$ cat src/rtl/fetch_pkg.sv
// Shared types and constants for the instruction fetch unit.
package fetch_pkg;

    // Sequencer states: idle, one request outstanding, discarding a stale response.
    typedef enum logic [1:0] {
        IDLE,
        WAIT,
        DRAIN
    } fetch_state_t;

    localparam int unsigned INSTR_BYTES = 4;

    // Default widths of a buffered fetch entry.
    localparam int unsigned PC_W    = 32;
    localparam int unsigned INSTR_W = 32;

    typedef struct packed {
        logic [PC_W-1:0]    pc;
        logic [INSTR_W-1:0] data;
    } fetch_entry_t;

endpackage

$ cat src/rtl/fetch_unit_if.sv
// Bundle of the redirect, instruction-memory and decoder-side signals of the fetch unit.
// "master" is the fetch unit itself; "slave" is the surrounding pipeline/memory.
interface fetch_unit_if #(
    parameter int unsigned ADDR_W = 32,
    parameter int unsigned DATA_W = 32
);
    logic              redirect;
    logic [ADDR_W-1:0] redirect_pc;
    logic              mem_req;
    logic [ADDR_W-1:0] mem_addr;
    logic              mem_ack;
    logic [DATA_W-1:0] mem_rdata;
    logic              inst_valid;
    logic [DATA_W-1:0] inst_data;
    logic [ADDR_W-1:0] inst_pc;
    logic              inst_ready;

    modport master (
        input  redirect, redirect_pc, mem_ack, mem_rdata, inst_ready,
        output mem_req, mem_addr, inst_valid, inst_data, inst_pc
    );

    modport slave (
        output redirect, redirect_pc, mem_ack, mem_rdata, inst_ready,
        input  mem_req, mem_addr, inst_valid, inst_data, inst_pc
    );
endinterface

$ cat src/rtl/fetch_fifo.sv
// Small synchronous FIFO with a registered head word, so the consumer never sees a
// combinational path from the write data. Flush empties it in one cycle.
module fetch_fifo #(
    parameter int unsigned DEPTH = 2,
    parameter int unsigned WIDTH = 64
) (
    input  logic                       clk,
    input  logic                       rst,
    input  logic                       push_i,
    input  logic [WIDTH-1:0]           wdata_i,
    input  logic                       pop_i,
    input  logic                       flush_i,
    output logic                       full_o,
    output logic                       empty_o,
    output logic [$clog2(DEPTH+1)-1:0] count_o,
    output logic [WIDTH-1:0]           head_o
);
    localparam int unsigned PtrW = $clog2(DEPTH);
    localparam int unsigned CntW = $clog2(DEPTH+1);

    logic [WIDTH-1:0] mem_q [DEPTH];
    logic [WIDTH-1:0] mem_d [DEPTH];
    logic [PtrW-1:0]  rd_ptr_q, rd_ptr_d;
    logic [PtrW-1:0]  wr_ptr_q, wr_ptr_d;
    logic [CntW-1:0]  count_q, count_d;
    logic [WIDTH-1:0] head_q, head_d;
    logic             pop_eff, push_eff;

    assign full_o  = (count_q == CntW'(DEPTH));
    assign empty_o = (count_q == '0);
    assign count_o = count_q;
    assign head_o  = head_q;

    // A push into a full FIFO is accepted only when a pop frees a slot in the same cycle.
    assign pop_eff  = pop_i && !empty_o;
    assign push_eff = push_i && (!full_o || pop_eff);

    // Next storage/pointer state; the head register is preloaded from the post-update array.
    always_comb begin
        mem_d    = mem_q;
        rd_ptr_d = rd_ptr_q;
        wr_ptr_d = wr_ptr_q;
        count_d  = count_q;
        if (flush_i) begin
            rd_ptr_d = '0;
            wr_ptr_d = '0;
            count_d  = '0;
        end else begin
            if (push_eff) begin
                mem_d[wr_ptr_q] = wdata_i;
                wr_ptr_d        = wr_ptr_q + PtrW'(1);
            end
            if (pop_eff) begin
                rd_ptr_d = rd_ptr_q + PtrW'(1);
            end
            count_d = count_q + CntW'(push_eff) - CntW'(pop_eff);
        end
        head_d = (count_d != '0) ? mem_d[rd_ptr_d] : '0;
    end

    // State registers.
    always_ff @(posedge clk or posedge rst) begin
        if (rst) begin
            mem_q    <= '{default: '0};
            rd_ptr_q <= '0;
            wr_ptr_q <= '0;
            count_q  <= '0;
            head_q   <= '0;
        end else begin
            mem_q    <= mem_d;
            rd_ptr_q <= rd_ptr_d;
            wr_ptr_q <= wr_ptr_d;
            count_q  <= count_d;
            head_q   <= head_d;
        end
    end

endmodule

$ cat src/rtl/fetch_unit.sv
// Instruction fetch unit: owns the PC, issues one word fetch at a time over a req/ack
// handshake, buffers returned words and hands them to decode over valid/ready.
module fetch_unit
    import fetch_pkg::*;
#(
    parameter int unsigned       ADDR_W   = 32,
    parameter int unsigned       DATA_W   = 32,
    parameter int unsigned       DEPTH    = 2,
    parameter logic [ADDR_W-1:0] RESET_PC = '0
) (
    input logic           clk,
    input logic           rst,
    fetch_unit_if.master  bus_io
);
    localparam int unsigned CntW = $clog2(DEPTH+1);

    fetch_state_t      state_q;
    logic [ADDR_W-1:0] pc_q;
    logic [ADDR_W-1:0] addr_q;
    logic              req_q;

    logic [ADDR_W-1:0] redir_pc;
    logic [ADDR_W-1:0] pc_inc;
    logic [1:0]        unused_pc_lsb;
    logic              inst_valid;
    logic              pop;
    logic              push;
    logic              fifo_full;
    logic              fifo_empty;
    logic [CntW-1:0]   fifo_count;
    logic [CntW-1:0]   cnt_after_pop;
    logic              space_idle;
    logic              space_after_push;
    logic [ADDR_W+DATA_W-1:0] fifo_head;

    // Branch targets are always word aligned; the low bits are dropped.
    assign redir_pc      = {bus_io.redirect_pc[ADDR_W-1:2], 2'b00};
    assign unused_pc_lsb = bus_io.redirect_pc[1:0];
    assign pc_inc        = pc_q + ADDR_W'(INSTR_BYTES);

    assign inst_valid = !fifo_empty;
    assign pop        = inst_valid && bus_io.inst_ready;

    // In WAIT pc_q equals the outstanding address, so it tags the returned word.
    assign push = (state_q == WAIT) && bus_io.mem_ack && !bus_io.redirect;

    // Free-slot tests account for a decoder pop happening in the same cycle.
    assign cnt_after_pop    = fifo_count - CntW'(pop);
    assign space_idle       = !fifo_full || pop;
    assign space_after_push = (cnt_after_pop < CntW'(DEPTH - 1));

    fetch_fifo #(
        .DEPTH (DEPTH),
        .WIDTH (ADDR_W + DATA_W)
    ) u_fifo (
        .clk     (clk),
        .rst     (rst),
        .push_i  (push),
        .wdata_i ({pc_q, bus_io.mem_rdata}),
        .pop_i   (pop),
        .flush_i (bus_io.redirect),
        .full_o  (fifo_full),
        .empty_o (fifo_empty),
        .count_o (fifo_count),
        .head_o  (fifo_head)
    );

    assign bus_io.mem_req    = req_q;
    assign bus_io.mem_addr   = addr_q;
    assign bus_io.inst_valid = inst_valid;
    assign bus_io.inst_pc    = fifo_head[ADDR_W+DATA_W-1:DATA_W];
    assign bus_io.inst_data  = fifo_head[DATA_W-1:0];

    // Fetch sequencer: PC update, request issue and stale-response draining.
    always_ff @(posedge clk or posedge rst) begin
        if (rst) begin
            state_q <= IDLE;
            pc_q    <= RESET_PC;
            addr_q  <= RESET_PC;
            req_q   <= 1'b0;
        end else begin
            case (state_q)
                IDLE: begin
                    if (bus_io.redirect) begin
                        // FIFO is flushed this edge, so there is always room.
                        pc_q    <= redir_pc;
                        addr_q  <= redir_pc;
                        req_q   <= 1'b1;
                        state_q <= WAIT;
                    end else if (space_idle) begin
                        addr_q  <= pc_q;
                        req_q   <= 1'b1;
                        state_q <= WAIT;
                    end
                end
                WAIT: begin
                    if (bus_io.mem_ack) begin
                        if (bus_io.redirect) begin
                            // Response arrives with the redirect: drop it, refetch at target.
                            pc_q   <= redir_pc;
                            addr_q <= redir_pc;
                        end else begin
                            pc_q <= pc_inc;
                            if (space_after_push) begin
                                addr_q <= pc_inc;
                            end else begin
                                req_q   <= 1'b0;
                                state_q <= IDLE;
                            end
                        end
                    end else if (bus_io.redirect) begin
                        // Request must complete at its old address before retargeting.
                        pc_q    <= redir_pc;
                        state_q <= DRAIN;
                    end
                end
                DRAIN: begin
                    if (bus_io.redirect) begin
                        pc_q <= redir_pc;
                    end
                    if (bus_io.mem_ack) begin
                        addr_q  <= bus_io.redirect ? redir_pc : pc_q;
                        state_q <= WAIT;
                    end
                end
                default: begin
                    req_q   <= 1'b0;
                    state_q <= IDLE;
                end
            endcase
        end
    end

endmodule

$ cat src/flat_wrapper.sv
// flat-port wrapper written by rule: the top's interface ports become plain ports
module fetch_unit_flat import fetch_pkg::*;
#(
    parameter int unsigned       ADDR_W   = 32,
    parameter int unsigned       DATA_W   = 32,
    parameter int unsigned       DEPTH    = 2,
    parameter logic [ADDR_W-1:0] RESET_PC = '0
)
  (clk, rst, bus_io_redirect, bus_io_redirect_pc, bus_io_mem_ack, bus_io_mem_rdata, bus_io_inst_ready, bus_io_mem_req, bus_io_mem_addr, bus_io_inst_valid, bus_io_inst_data, bus_io_inst_pc);
  fetch_unit_if #(.ADDR_W(ADDR_W), .DATA_W(DATA_W)) bus_io_i ();
  input logic clk;
  input logic rst;
  input wire logic [$bits(bus_io_i.redirect)-1:0] bus_io_redirect;
  input wire logic [$bits(bus_io_i.redirect_pc)-1:0] bus_io_redirect_pc;
  input wire logic [$bits(bus_io_i.mem_ack)-1:0] bus_io_mem_ack;
  input wire logic [$bits(bus_io_i.mem_rdata)-1:0] bus_io_mem_rdata;
  input wire logic [$bits(bus_io_i.inst_ready)-1:0] bus_io_inst_ready;
  output wire logic [$bits(bus_io_i.mem_req)-1:0] bus_io_mem_req;
  output wire logic [$bits(bus_io_i.mem_addr)-1:0] bus_io_mem_addr;
  output wire logic [$bits(bus_io_i.inst_valid)-1:0] bus_io_inst_valid;
  output wire logic [$bits(bus_io_i.inst_data)-1:0] bus_io_inst_data;
  output wire logic [$bits(bus_io_i.inst_pc)-1:0] bus_io_inst_pc;
  assign bus_io_i.redirect = bus_io_redirect;
  assign bus_io_i.redirect_pc = bus_io_redirect_pc;
  assign bus_io_i.mem_ack = bus_io_mem_ack;
  assign bus_io_i.mem_rdata = bus_io_mem_rdata;
  assign bus_io_i.inst_ready = bus_io_inst_ready;
  assign bus_io_mem_req = bus_io_i.mem_req;
  assign bus_io_mem_addr = bus_io_i.mem_addr;
  assign bus_io_inst_valid = bus_io_i.inst_valid;
  assign bus_io_inst_data = bus_io_i.inst_data;
  assign bus_io_inst_pc = bus_io_i.inst_pc;
  fetch_unit #(.ADDR_W(ADDR_W), .DATA_W(DATA_W), .DEPTH(DEPTH), .RESET_PC(RESET_PC)) u_core (.clk(clk), .rst(rst), .bus_io(bus_io_i));
endmodule
$ cat config.mk
export PLATFORM = sky130hd
export DESIGN_NAME = fetch_unit_flat
export DESIGN_NICKNAME = d
export VERILOG_FILES = /design/src/rtl/fetch_pkg.sv /design/src/rtl/fetch_unit_if.sv /design/src/rtl/fetch_fifo.sv /design/src/rtl/fetch_unit.sv /design/src/flat_wrapper.sv
export SDC_FILE = /design/constraint.sdc
export NUM_CORES = 1
export LEC_CHECK = 0
export ABC_AREA = 0
export ABC_CLOCK_PERIOD_IN_PS = 8620
export BUFFER_PORTS_ARGS = -buffer_cell sky130_fd_sc_hd__buf_2
export CORE_MARGIN = 2
export CORE_UTILIZATION = 30
export DETAILED_ROUTE_END_ITERATION = 6
export PLACE_DENSITY = 0.58
export SETUP_SLACK_MARGIN = 0.4
export SYNTH_ARGS = -nofsm -noshare
export SYNTH_HDL_FRONTEND = slang
export SYNTH_SLANG_ARGS = --single-unit
export TNS_END_PERCENT = 20
$ cat constraint.sdc
create_clock -name clk -period 8.62 [get_ports clk]
set_input_delay 1.293 -clock clk [delete_from_list [all_inputs] [get_ports clk]]
set_output_delay 1.293 -clock clk [all_outputs]
set_load 0.05 [all_outputs]
==> reports/summary.json, run 1 <==
{
  "global_routing": {
    "grt_usage_pct": 15.3,
    "number_of_global_route_vias_before_repair": 8278,
    "grt_max_degree": 158,
    "global_route.overflow_total": 0,
    "antenna_violations_before_repair": 2,
    "global_route_wire_length_before_repair_mm": 48.9
  },
  "yosys": {
    "post_synthesis_compound_gate_area_fraction_pct": 12.1,
    "adder_cell_area_share_of_the_yosys_netlist_pct": 0.596,
    "yosysMostFrequentCell": "sky130_fd_sc_hd__dfrtp_1",
    "synth_cell_types": 71,
    "post-synth-top-area-cell": "sky130_fd_sc_hd__dfrtp_1",
    "synth.ff_latch_count": 263,
    "synthesis.yosys.warnings": 0,
    "avgSynthCellArea_um2": 12.1,
    "synth_top_cell_area_share_pct": 55.9,
    "synth.top_cells.by_count": "sky130_fd_sc_hd__dfrtp_1 (263), sky130_fd_sc_hd__mux2_2 (117), sky130_fd_sc_hd__nand2_1 (72)",
    "synth-seq-area-share_pct": 55.9,
    "yosys.area_share.xor_xnor_pct": 2.16,
    "synthMuxAreaShare_pct": 13.5,
    "synth_area_um2": 11800,
    "ys_async_sr_fraction_pct": 100,
    "number_of_synthesized_flops_with_an_enable_pin": 0,
    "dominant_combinational_cell_family_by_area_after_synthesis": "multiplexers",
    "postSynthNetCount": 1043,
    "yosys.area_share.simple_pct": 11.5,
    "synth_ff_type": "sky130_fd_sc_hd__dfrtp_1",
    "synth_cells": 970,
    "yosys-top-cells-area": "sky130_fd_sc_hd__dfrtp_1 (56%), sky130_fd_sc_hd__mux2_2 (11%), sky130_fd_sc_hd__a22o_1 (4.9%)"
  },
  "floorplan": {
    "core_region_area_um2": 38600,
    "ioPinCount": 167,
    "die_h_um": 202,
    "initial_utilization_pct": 30.4,
    "std_cell_rows": 72,
    "die_w_um": 202,
    "die_outline_area_um2": 40800
  },
  "setup_path": {
    "critical_path.reg2reg.startpoint": "u_core.state_q[0]",
    "start_kind": "input pin",
    "timing.critical_path.to_type": "flip-flop",
    "worst_setup_path_startpoint": "bus_io_redirect",
    "setup.worst_path.class": "input pin to flip-flop",
    "required_ns": 9.12,
    "reg2reg_slack_ns": 4.14,
    "critPathMaxFanout": 38,
    "arrival_time_of_the_worst_setup_path_ns": 5.55
  },
  "routing": {
    "drtPass1Iterations": 4,
    "antenna_left": 0,
    "drc": 0,
    "dr.max_layer_used": "met5",
    "route.vias.total": 8241,
    "post_drt_via_cell_ratio": 5.04,
    "drt_first_iter_violations": 460,
    "met2RoutedLength_mm": 13.8,
    "routed_wirelength_mm": 31.4,
    "met3WireLength_mm": 2.71,
    "wl_per_cell_um": 19.2,
    "detail_route.wirelength.met1_mm": 14.2
  },
  "cts": {
    "post-cts-setup-buffer-count": 0,
    "cts.clk_slew.worst_paths_ns": 0.06,
    "cts.sink_count": 263,
    "cts_buffers": 30,
    "ctsRootBufferMaster": "sky130_fd_sc_hd__clkbuf_16",
    "cts.repair.resized": 0,
    "h_tree_levels": 1,
    "cts_buffer_depth": 3,
    "clk-insertion-delay-late_ns": 0.57,
    "cts_tree": "built",
    "cts_hold_buf": 0
  },
  "power": {
    "power_density_nw_per_um2": 365,
    "p_leak_nw": 6.24,
    "worst_ir_drop_vdd_v": 0.000181
  },
  "sta": {
    "hold_violations": 0,
    "final_report_setup_violation_count": 0,
    "setup_total_neg_slack_ns": 0,
    "grt_setup_unrepaired": "no",
    "post-route-period-util_pct": 58.6,
    "slew_headroom_pct": 38.1,
    "final_slew_violations": 0,
    "post-route-min-period_ns": 5.05,
    "min_setup_slack_post_route_ns": 3.57,
    "worstMarginPinSlew_ns": 0.929,
    "finalClockSkew_ns": 0.0143,
    "timing.fmax_ghz": 0.198
  },
  "final_layout": {
    "flow.area_growth_from_synthesis_pct": 18.2,
    "final_layout_size_suffix_gt1_share_pct": 33.1,
    "postLayoutCellArea_um2": 13900,
    "finish.net_count": 1167
  },
  "min_path": {
    "holdCritStartpoint": "u_core.bus_io.mem_addr[9]",
    "worst_hold_path_type": "flip-flop to flip-flop"
  },
  "place": {
    "pre_cts_slack_ns": 2.94,
    "gpl.final_weighted_congestion": 0.824,
    "dp_hpwl_mm": 20.5,
    "dpl_cell_area_um2": 12900,
    "io_buffer_count": 164
  },
  "flow_run": {
    "max-cap-violations": 0
  },
  "status": {
    "run_status": "finished clean"
  }
}
[routing by layer]
| metal | track usage (%) | up-vias |
|---|---|---|
| li1 | - | 3780 |
| met1 | 21.6 | 4111 |
| met4 | 3.49 | 2 |
| met2 | 23.1 | 304 |
| met5 | 0 | - |
| met3 | 4.58 | 44 |
[state kept, by name, summed over array words and instances, names as in the netlist, 2 cells and up]
signal / flops
u_core.bus_io.mem_addr: 32
u_core.u_fifo.mem_q: 128
u_core.u_fifo.count_o: 2
u_core.state_q: 2
u_core.u_fifo.head_o: 64
u_core.pc_q: 32
[cell families (layout without fill, tap and decap cells)]
| family | Yosys count | in the layout |
|---|---|---|
| other cells | 0 | 1 |
| xor+xnor | 29 | 29 |
| compound gates | 194 | 194 |
| flops | 263 | 263 |
| buf+inv | 95 | 242 |
| simple gates | 240 | 240 |
| mux | 143 | 143 |
| fa+ha+maj | 6 | 6 |
[cell usage in the layout (no fill, tap or decap), types with 9 or more instances in the layout]
cell type	count
sky130_fd_sc_hd__xnor2_1	21
sky130_fd_sc_hd__clkbuf_8	9
sky130_fd_sc_hd__o21ai_0	29
sky130_fd_sc_hd__nor3_1	16
sky130_fd_sc_hd__nand2_1	72
sky130_fd_sc_hd__mux2_2	117
sky130_fd_sc_hd__nand3_1	32
sky130_fd_sc_hd__buf_4	12
sky130_fd_sc_hd__buf_2	164
sky130_fd_sc_hd__o221ai_1	12
sky130_fd_sc_hd__a22o_1	66
sky130_fd_sc_hd__mux2_1	12
sky130_fd_sc_hd__nor2_1	35
sky130_fd_sc_hd__mux2i_1	14
sky130_fd_sc_hd__dfrtp_1	263
sky130_fd_sc_hd__clkbuf_16	30
sky130_fd_sc_hd__a21oi_1	40
sky130_fd_sc_hd__nand4_1	17
sky130_fd_sc_hd__nor4_1	10
[report_power, final]
| group | internal [mW] | switching, mW |
|---|---|---|
| logic | 0.635 | 1.23 |
| clock network | 0.745 | 0.511 |
| registers | 1.71 | 0.252 |
| total | 3.09 | 1.99 |
[final timing paths]
path | endpoint | depth (start not counted)
setup reg to reg | u_core.u_fifo.head_o[60] | 10
max in group asynchronous | u_core.u_fifo.mem_q[64] | 3
min in group asynchronous | u_core.u_fifo.head_o[26] | 2
hold reg to reg | u_core.bus_io.mem_addr[9] | 2
setup / recovery | u_core.u_fifo.head_o[60] | 12
hold / removal | u_core.bus_io.mem_addr[9] | 2
[through the flow]
| stage | power, mW | hold WS [ns] | instances | util, % |
|---|---|---|---|---|
| global route | 5.38 | 0.492 | 1635 | 36.0 |
| detailed placement | 3.86 | 0.460 | 1580 | 33.4 |
| floorplan | 3.38 | 0.455 | 970 | - |
| global placement | 3.82 | 0.458 | 1580 | 33.4 |
| finish | 5.08 | 0.467 | 1636 | 36.0 |
| CTS | 5.14 | 0.474 | 1635 | 36.0 |
[worst max-delay path, cell delays in order]
cell and delay [ns]:
sky130_fd_sc_hd__buf_2 0.10, sky130_fd_sc_hd__buf_4 0.23, sky130_fd_sc_hd__nand3b_1 0.56, sky130_fd_sc_hd__or3_1 0.71
sky130_fd_sc_hd__ha_1 0.36, sky130_fd_sc_hd__inv_1 0.04, sky130_fd_sc_hd__ha_1 0.18, sky130_fd_sc_hd__xnor2_1 0.14
sky130_fd_sc_hd__o21bai_1 0.32, sky130_fd_sc_hd__nor2b_4 0.75, sky130_fd_sc_hd__buf_4 0.56, sky130_fd_sc_hd__a22o_1 0.22
[layout make-up]
type                       instances  area, um2
timing repair buffer             177        931
tap                              518        648
inverter                          10       41.3
antenna                            1       2.50
clock inverter                    11        100
clock buffer                      44        893
sequential                       263       6580
fill                            3786      24700
multi-input combinational        612       4700
(Power assumes the default switching activity.)
==> inputs of run 2 (changes only) <==
- ABC_CLOCK_PERIOD_IN_PS: 8620 -> 5200
- PLACE_DENSITY: 0.58 -> 0.56
- clock period: 8.62 -> 5.2 ns (I/O delays scaled with it)
==> run 2 against run 1 <==
- critical path depth shrank 1
- via count grew 0.56%
- count of clock-buffer cells in the layout shrank 2
- core utilization grew 0.35 points
- first-iteration DRC count grew 7.6%
- routed wire length grew 1.1%
- clock skew shrank 0.0015 ns
- combinational power grew 69%
- register-to-register slack lost 2.5 ns
- worst setup slack lost 1.9 ns
- design area grew 0.98%
- non-clock buffer count grew 7
- critical endpoint is now u_core.u_fifo.head_o[63]
- largest cell class unchanged
==> reports/summary.json, run 2 (synthesis results as in run 1) <==
{
  "routing": {
    "drc": {"value": 0, "change": "unchanged"},
    "drtPass1Iterations": {"value": 5, "change": "+1"},
    "antenna_left": {"value": 0, "change": "unchanged"},
    "route.vias.total": {"value": 8287, "change": "+0.56%"},
    "wl_per_cell": {"value": 19.4, "unit": "um", "change": "+0.81%"},
    "drt_first_iter_violations": {"value": 495, "change": "+7.6%"},
    "routed_wirelength": {"value": 31.8, "unit": "mm", "change": "+1.1%"},
    "post_drt_via_cell_ratio": {"value": 5.05, "change": "+0.25%"}
  },
  "setup_path": {
    "start_kind": "flip-flop",
    "critical_path_cell_count": {"value": 11, "change": "-1"},
    "worst_reg2reg_path_depth": {"value": 11, "change": "+1"},
    "timing.critical_path.to_type": "flip-flop",
    "worst_setup_path_startpoint": "u_core.state_q[0]",
    "critPathMaxFanout": {"value": 37, "change": "-2.6%"},
    "crit_path_cell_trace": "nand3b_1 > buf_4 > or3_1 > ha_1 > inv_1 > ha_1 > nor2b_1 > o21bai_1 > and2_2 > buf_12 > a22o_1",
    "worstPathBufferInverterCount": {"value": 3, "change": "-1"},
    "setup.worst_path.class": "flip-flop to flip-flop",
    "arrival_time_of_the_worst_setup_path": {"value": 3.99, "unit": "ns", "change": "-1.56 ns"},
    "critPathMaxStageDelay": {"value": 0.58, "unit": "ns", "change": "-0.17 ns"},
    "endpoint": "u_core.u_fifo.head_o[63]",
    "critical_path.reg2reg.startpoint": "u_core.state_q[0]",
    "r2r-end": "u_core.u_fifo.head_o[63]",
    "crit_slowest_cell": "sky130_fd_sc_hd__or3_1",
    "path_delay_family": "simple AND/OR/NAND/NOR gates",
    "worst_path_most_repeated_cell": "sky130_fd_sc_hd__ha_1",
    "required": {"value": 5.65, "unit": "ns", "change": "-3.47 ns"},
    "reg2reg_slack": {"value": 1.66, "unit": "ns", "change": "-2.48 ns"}
  },
  "sta": {
    "final_slew_violations": {"value": 0, "change": "unchanged"},
    "min_setup_slack_post_route": {"value": 1.66, "unit": "ns", "change": "-1.91 ns"},
    "worst_hold_slack": {"value": 0.357, "unit": "ns", "change": "-0.109 ns"},
    "worstMarginPinSlew": {"value": 1.13, "unit": "ns", "change": "+0.200 ns"},
    "post-route-period-util_pct": 68.0,
    "hold_violations": {"value": 0, "change": "unchanged"},
    "final_report_setup_violation_count": {"value": 0, "change": "unchanged"},
    "setup_total_neg_slack": {"value": 0, "unit": "ns", "change": "unchanged"},
    "post-route-min-period_ns": 3.54,
    "slew_headroom": {"value": 24.7, "unit": "%", "change": "-13 points"},
    "grt_setup_unrepaired": "no",
    "finalClockSkew": {"value": 0.0129, "unit": "ns", "change": "-0.00148 ns"},
    "timing.fmax_ghz": 0.283
  },
  "cts": {
    "cts.clk_slew.worst_paths": {"value": 0.06, "unit": "ns", "change": "about the same"},
    "cts.repair.resized": {"value": 0, "change": "unchanged"},
    "post-cts-setup-buffer-count": {"value": 0, "change": "unchanged"},
    "h_tree_levels": {"value": 1, "change": "unchanged"},
    "cts.sink_count": {"value": 263, "change": "unchanged"},
    "cts_buffer_depth": {"value": 3, "change": "unchanged"},
    "clk-insertion-delay-late": {"value": 0.56, "unit": "ns", "change": "about the same"},
    "ctsRootBufferMaster": "sky130_fd_sc_hd__clkbuf_16",
    "cts_buffers": {"value": 30, "change": "unchanged"},
    "cts_tree": "built",
    "cts_hold_buf": {"value": 0, "change": "unchanged"}
  },
  "power": {
    "worst_ir_drop_vdd": {"value": 0.000297, "unit": "V", "change": "+64%"},
    "power": {"value": 8.55, "unit": "mW", "change": "+69%"},
    "power_density": {"value": 609, "unit": "nW/um2", "change": "+67%"},
    "p_leak": {"value": 6.29, "unit": "nW", "change": "+0.83%"}
  },
  "floorplan": {
    "die_w": {"value": 202, "unit": "um", "change": "unchanged"},
    "ioPinCount": {"value": 167, "change": "unchanged"},
    "die_outline_area": {"value": 40800, "unit": "um2", "change": "unchanged"},
    "die_h": {"value": 202, "unit": "um", "change": "unchanged"},
    "core_region_area": {"value": 38600, "unit": "um2", "change": "unchanged"},
    "std_cell_rows": {"value": 72, "change": "unchanged"},
    "initial_utilization": {"value": 30.4, "unit": "%", "change": "unchanged"}
  },
  "global_routing": {
    "antenna_violations_before_repair": {"value": 1, "change": "-1"},
    "global_route_wire_length_before_repair": {"value": 50.2, "unit": "mm", "change": "+2.6%"},
    "global_route.overflow_total": {"value": 0, "change": "unchanged"},
    "grt_usage": {"value": 15.6, "unit": "%", "change": "+0.34 points"},
    "grt_max_degree": {"value": 178, "change": "+13%"},
    "number_of_global_route_vias_before_repair": {"value": 8354, "change": "+0.92%"}
  },
  "status": {
    "run_status": "finished clean"
  },
  "min_path": {
    "worst_hold_path_type": "input pin to async pin"
  },
  "place": {
    "placed_cells_incl_taps": {"value": 1587, "change": "+0.44%"},
    "pre_cts_slack": {"value": 1.22, "unit": "ns", "change": "-1.72 ns"},
    "dp_hpwl": {"value": 21.1, "unit": "mm", "change": "+3.0%"},
    "gpl.final_weighted_congestion": {"value": 0.809, "change": "-1.8%"},
    "io_buffer_count": {"value": 164, "change": "unchanged"},
    "dpl_cell_area": {"value": 13000, "unit": "um2", "change": "+0.79%"}
  },
  "final_layout": {
    "finish.net_count": {"value": 1174, "change": "+0.60%"},
    "fin_cells": {"value": 1641, "change": "+0.31%"},
    "flow.area_growth_from_synthesis_pct": 19.3,
    "final_layout_size_suffix_gt1_share": {"value": 33.5, "unit": "%", "change": "+0.39 points"},
    "layout_commonest_cell": "sky130_fd_sc_hd__dfrtp_1",
    "top_register": "u_core.u_fifo.mem_q",
    "postLayoutCellArea": {"value": 14000, "unit": "um2", "change": "+0.98%"},
    "final_cell_mix": "sky130_fd_sc_hd__dfrtp_1 (263), sky130_fd_sc_hd__buf_2 (164), sky130_fd_sc_hd__mux2_2 (117), sky130_fd_sc_hd__nand2_1 (72), sky130_fd_sc_hd__a22o_1 (66)",
    "largest_register_ff_count": {"value": 128, "change": "unchanged"},
    "finish.utilization": {"value": 36.3, "unit": "%", "change": "+0.35 points"}
  },
  "flow_run": {
    "max-cap-violations": {"value": 0, "change": "unchanged"}
  }
}
[run 2: per-layer routing]
metal / routed length (um) / up-vias / global-route usage (%)
met3: 2520 / 50 / 4.80
met4: 733 / 0 / 3.47
met2: 14200 / 259 / 23.6
li1: - / 3788 / -
met5: 0 / - / 0
met1: 14300 / 4190 / 21.9
[run 2: worst reg2reg max path: cells and delay by family, from the launching register on]
| family | cells | cell delay, ns |
|---|---|---|
| simple gates | 4 | 1.24 |
| fa+ha+maj | 2 | 0.63 |
| flops | 1 | 0.55 |
| compound gates | 2 | 0.52 |
| buf+inv | 3 | 0.50 |
[run 2: worst min-delay path by stage]
stage                               startpoint                          to  slack, ns
floorplan              u_core.u_fifo.mem_q[34]     u_core.u_fifo.mem_q[34]       0.46
global placement     u_core.bus_io.mem_addr[6]   u_core.bus_io.mem_addr[6]       0.46
detailed placement  u_core.bus_io.mem_addr[31]  u_core.bus_io.mem_addr[31]       0.47
CTS                                        rst    u_core.u_fifo.head_o[37]       0.36
global route                               rst    u_core.u_fifo.head_o[37]       0.38
finish                                     rst    u_core.u_fifo.head_o[37]       0.36
[run 2: report_power, final]
group / internal, mW / switching (mW) / total (mW)
sequential: 2.83 / 0.414 / 3.24
clock: 1.32 / 0.853 / 2.17
combinational: 1.09 / 2.05 / 3.14
[run 2: cell type report]
class	instances	area [um2]
inverters	10	41.3
flip-flops and latches	263	6580
clock inverters	11	151
clock buffers	42	876
fillers	3819	24600
multi-input cells	612	4700
repair buffers	184	1030
diodes	1	2.50
well taps	518	648
==> inputs of run 3 (changes only) <==
- ABC_AREA: 0 -> 1
- ABC_CLOCK_PERIOD_IN_PS: 5200 -> 3600
- clock period: 5.2 -> 3.6 ns (I/O delays scaled with it)
==> run 3 against run 2 <==
- non-clock buffer count grew 4
- routed wire length grew 19%
- total power grew 73%
- via count grew 30%
- largest power group is now combinational cells
- highest routed layer unchanged
==> reports/summary.json, run 3 <==
{
  "cts": {
    "cts_buffer_depth": {"value": 3, "change": "unchanged"},
    "cts_tree": "built",
    "cts.sink_count": {"value": 263, "change": "unchanged"},
    "clk-insertion-delay-late": {"value": 0.56, "unit": "ns", "change": "about the same"},
    "post-cts-setup-buffer-count": {"value": 0, "change": "unchanged"},
    "ctsRootBufferMaster": "sky130_fd_sc_hd__clkbuf_16",
    "cts.clk_slew.worst_paths": {"value": 0.06, "unit": "ns", "change": "about the same"},
    "cts.repair.resized": {"value": 0, "change": "unchanged"},
    "h_tree_levels": {"value": 1, "change": "unchanged"},
    "cts_hold_buf": {"value": 0, "change": "unchanged"},
    "cts_buffers": {"value": 30, "change": "unchanged"}
  },
  "power": {
    "power.switching_fraction": {"value": 47.9, "unit": "%", "change": "+9.1 points"},
    "power.net_switching": {"value": 7.10, "unit": "mW", "change": "+110%"},
    "p_leak": {"value": 7.44, "unit": "nW", "change": "+18%"},
    "worst_ir_drop_vdd": {"value": 0.000514, "unit": "V", "change": "+73%"},
    "power": {"value": 14.8, "unit": "mW", "change": "+73%"},
    "power_density": {"value": 1020, "unit": "nW/um2", "change": "+68%"},
    "clockPowerShare": {"value": 20.2, "unit": "%", "change": "-5.2 points"},
    "intPower": {"value": 7.73, "unit": "mW", "change": "+48%"},
    "power.share.combinational": {"value": 46.8, "unit": "%", "change": "+10 points"},
    "share_seq_of_total_power": {"value": 33.0, "unit": "%", "change": "-4.9 points"}
  },
  "yosys": {
    "synth_area": {"value": 12300, "unit": "um2", "change": "+4.4%"},
    "synth.top_cells.by_count": "sky130_fd_sc_hd__nand2_1 (536), sky130_fd_sc_hd__dfrtp_1 (263), sky130_fd_sc_hd__nor2_1 (244)",
    "synthesis.yosys.warnings": {"value": 0, "change": "unchanged"},
    "synth_ff_type": "sky130_fd_sc_hd__dfrtp_1",
    "synth_cells": {"value": 1575, "change": "+62%"},
    "yosys-top-cells-area": "sky130_fd_sc_hd__dfrtp_1 (54%), sky130_fd_sc_hd__nand2_1 (16%), sky130_fd_sc_hd__nor2_1 (7.5%)",
    "ys_async_sr_fraction": {"value": 100, "unit": "%", "change": "unchanged"},
    "post-synth-top-area-cell": "sky130_fd_sc_hd__dfrtp_1",
    "number_of_synthesized_flops_with_an_enable_pin": {"value": 0, "change": "unchanged"},
    "synth-seq-area-share": {"value": 53.6, "unit": "%", "change": "-2.3 points"},
    "synth_top_cell_area_share": {"value": 53.6, "unit": "%", "change": "-2.3 points"},
    "avgSynthCellArea": {"value": 7.79, "unit": "um2", "change": "-36%"},
    "yosysMostFrequentCell": "sky130_fd_sc_hd__nand2_1",
    "synth_cell_types": {"value": 33, "change": "-54%"},
    "synth.ff_latch_count": {"value": 263, "change": "unchanged"},
    "postSynthNetCount": {"value": 1648, "change": "+58%"}
  },
  "final_layout": {
    "final_cell_mix": "sky130_fd_sc_hd__nand2_1 (535), sky130_fd_sc_hd__dfrtp_1 (263), sky130_fd_sc_hd__nor2_1 (244), sky130_fd_sc_hd__buf_2 (163), sky130_fd_sc_hd__o21ai_1 (105)",
    "flow.area_growth_from_synthesis_pct": 18.3,
    "n_fill_cell": {"value": 4271, "change": "+12%"},
    "final_layout_size_suffix_gt1_share": {"value": 14.5, "unit": "%", "change": "-19 points"},
    "finish.net_count": {"value": 1778, "change": "+51%"},
    "layout_commonest_cell": "sky130_fd_sc_hd__nand2_1",
    "top_register": "u_core.u_fifo.mem_q",
    "largest_register_ff_count": {"value": 128, "change": "unchanged"}
  },
  "routing": {
    "wl_per_cell": {"value": 16.7, "unit": "um", "change": "-14%"},
    "route.vias.total": {"value": 10783, "change": "+30%"},
    "drtPass1Iterations": {"value": 5, "change": "unchanged"},
    "drt_first_iter_violations": {"value": 815, "change": "+65%"},
    "routed_wirelength": {"value": 37.7, "unit": "mm", "change": "+19%"},
    "drc": {"value": 0, "change": "unchanged"},
    "post_drt_via_cell_ratio": {"value": 4.77, "change": "-5.6%"},
    "antenna_left": {"value": 0, "change": "unchanged"}
  },
  "sta": {
    "hold_violations": {"value": 0, "change": "unchanged"},
    "min_setup_slack_post_route": {"value": 0.863, "unit": "ns", "change": "-0.800 ns"},
    "post-route-min-period": {"value": 2.74, "unit": "ns", "change": "-0.800 ns"},
    "post-route-period-util": {"value": 76.0, "unit": "%", "change": "+8.0 points"},
    "timing.fmax": {"value": 0.365, "unit": "GHz", "change": "+29%"},
    "final_report_setup_violation_count": {"value": 0, "change": "unchanged"},
    "slew_headroom": {"value": 41.1, "unit": "%", "change": "+16 points"},
    "final_slew_violations": {"value": 0, "change": "unchanged"},
    "worst_hold_slack": {"value": 0.0118, "unit": "ns", "change": "-0.346 ns"},
    "worstMarginPinSlew": {"value": 0.883, "unit": "ns", "change": "-0.246 ns"},
    "grt_setup_unrepaired": "no",
    "finalClockSkew": {"value": 0.00809, "unit": "ns", "change": "-0.00477 ns"}
  },
  "setup_path": {
    "critPathMaxFanout": {"value": 43, "change": "+16%"},
    "worst_reg2reg_path_depth": {"value": 12, "change": "+1"},
    "timing.critical_path.to_type": "flip-flop",
    "arrival_time_of_the_worst_setup_path": {"value": 3.22, "unit": "ns", "change": "-0.77 ns"},
    "worstPathBufferInverterCount": {"value": 4, "change": "+1"},
    "start_kind": "flip-flop",
    "crit_slowest_cell": "sky130_fd_sc_hd__buf_4",
    "r2r-end": "u_core.u_fifo.head_o[22]",
    "critPathMaxStageDelay": {"value": 0.46, "unit": "ns", "change": "-0.12 ns"},
    "required": {"value": 4.08, "unit": "ns", "change": "-1.57 ns"},
    "worst_path_most_repeated_cell": "sky130_fd_sc_hd__inv_1",
    "setup.worst_path.class": "flip-flop to flip-flop",
    "path_delay_family": "simple AND/OR/NAND/NOR gates",
    "critical_path.reg2reg.startpoint": "u_core.state_q[1]",
    "crit_path_cell_trace": "inv_1 > nand2_4 > nor2_8 > nand3_4 > ha_1 > inv_1 > ha_1 > inv_1 > o22ai_4 > buf_4 > o21ai_0 > nor2_1",
    "critical_path_cell_count": {"value": 12, "change": "+1"},
    "reg2reg_slack": {"value": 0.86, "unit": "ns", "change": "-0.80 ns"}
  },
  "floorplan": {
    "initial_utilization": {"value": 30.2, "unit": "%", "change": "-0.24 points"},
    "core_region_area": {"value": 40600, "unit": "um2", "change": "+5.2%"},
    "std_cell_rows": {"value": 74, "change": "+2.8%"},
    "die_h": {"value": 206, "unit": "um", "change": "+2.1%"},
    "ioPinCount": {"value": 167, "change": "unchanged"},
    "die_outline_area": {"value": 42600, "unit": "um2", "change": "+4.3%"},
    "die_w": {"value": 206, "unit": "um", "change": "+2.1%"}
  },
  "place": {
    "gpl.final_weighted_congestion": {"value": 0.833, "change": "+3.0%"},
    "io_buffer_count": {"value": 164, "change": "unchanged"},
    "dp_hpwl": {"value": 24.5, "unit": "mm", "change": "+16%"},
    "pre_cts_slack": {"value": 0.792, "unit": "ns", "change": "-0.426 ns"}
  },
  "global_routing": {
    "antenna_violations_before_repair": {"value": 0, "change": "-1"},
    "grt_max_degree": {"value": 99, "change": "-44%"},
    "grt_usage": {"value": 17.8, "unit": "%", "change": "+2.2 points"},
    "global_route_wire_length_before_repair": {"value": 59.9, "unit": "mm", "change": "+19%"},
    "number_of_global_route_vias_before_repair": {"value": 10754, "change": "+29%"},
    "global_route.overflow_total": {"value": 0, "change": "unchanged"}
  },
  "min_path": {
    "worst_hold_path_type": "input pin to async pin"
  },
  "flow_run": {
    "max-cap-violations": {"value": 0, "change": "unchanged"}
  },
  "status": {
    "run_status": "finished clean"
  }
}
-- run 3: cell count changes in the layout (fill, tap and decap cells not counted), sizes merged, moves of 16 or more --
cell	delta
nand2	+464
nor2	+210
o21ai	+179
mux2	-129
a22o	-66
inv	+64
nand3	+24
xnor2	-21
nor3	-17
nor4	-16
-- run 3: cells by family (layout without fill, tap and decap cells) --
| kind of cell | count (synthesis) | after routing | synth area share, % |
|---|---|---|---|
| AO/OA/AOI/OAI | 272 | 272 | 11.4 |
| XOR/XNOR | 1 | 1 | 0.0714 |
| AND/OR/NAND/NOR | 870 | 870 | 28.4 |
| buffers and inverters | 165 | 318 | 6.14 |
| other | 0 | 1 | 0 |
| adder cells (fa/ha/maj) | 4 | 4 | 0.408 |
| flip-flops | 263 | 263 | 53.6 |
-- run 3: worst max-delay path by stage --
stage	start	endpoint	slack, ns
after floorplan	rst	u_core.bus_io.mem_addr[0]	-0.41
after detailed placement	bus_io_redirect	u_core.u_fifo.head_o[43]	0.79
final	u_core.state_q[1]	u_core.u_fifo.head_o[22]	0.86
after global placement	bus_io_redirect	u_core.u_fifo.head_o[50]	0.86
after CTS	u_core.state_q[1]	u_core.u_fifo.head_o[53]	0.84
after global routing	u_core.state_q[1]	u_core.u_fifo.head_o[30]	0.64
-- run 3: metrics by stage --
step	setup TNS [ns]	util (%)	std cells	instance area (um2)
CTS	0	35.7	2260	14500
finish	0	35.7	2261	14500
floorplan	-107.71	-	1575	12300
global placement	0	33.3	2205	13600
detailed placement	0	33.3	2205	13600
global route	0	35.7	2260	14500
-- run 3: cell type report --
class	count	area (um2)	area share, %
Inverter	75	285	1.97
Timing Repair Buffer	188	1070	7.34
Sequential cell	263	6580	45.3
Clock buffer	41	833	5.74
Antenna cell	1	2.50	0.0172
Clock inverter	14	126	0.871
Multi-Input combinational cell	1147	4960	34.1
Tap cell	532	666	4.59
-- run 3: power groups by stage --
stage / Sequential [mW] / Combinational, mW / Clock [mW]
5_1_grt: 5.06 / 7.72 / 3.23
4_1_cts: 4.90 / 6.98 / 3.09
3_5_place_dp: 4.95 / 6.95 / 0
6_report: 4.89 / 6.94 / 3.00
3_3_place_gp: 4.93 / 6.88 / 0
2_1_floorplan: 6.42 / 3.52 / 0
-- run 3: per-layer routing --
layer | global-route usage, % | share of wire (%)
met5 | 0 | 0
met1 | 24.7 | 46
met2 | 28.4 | 45
met3 | 2.98 | 6.5
met4 | 5.77 | 2.6
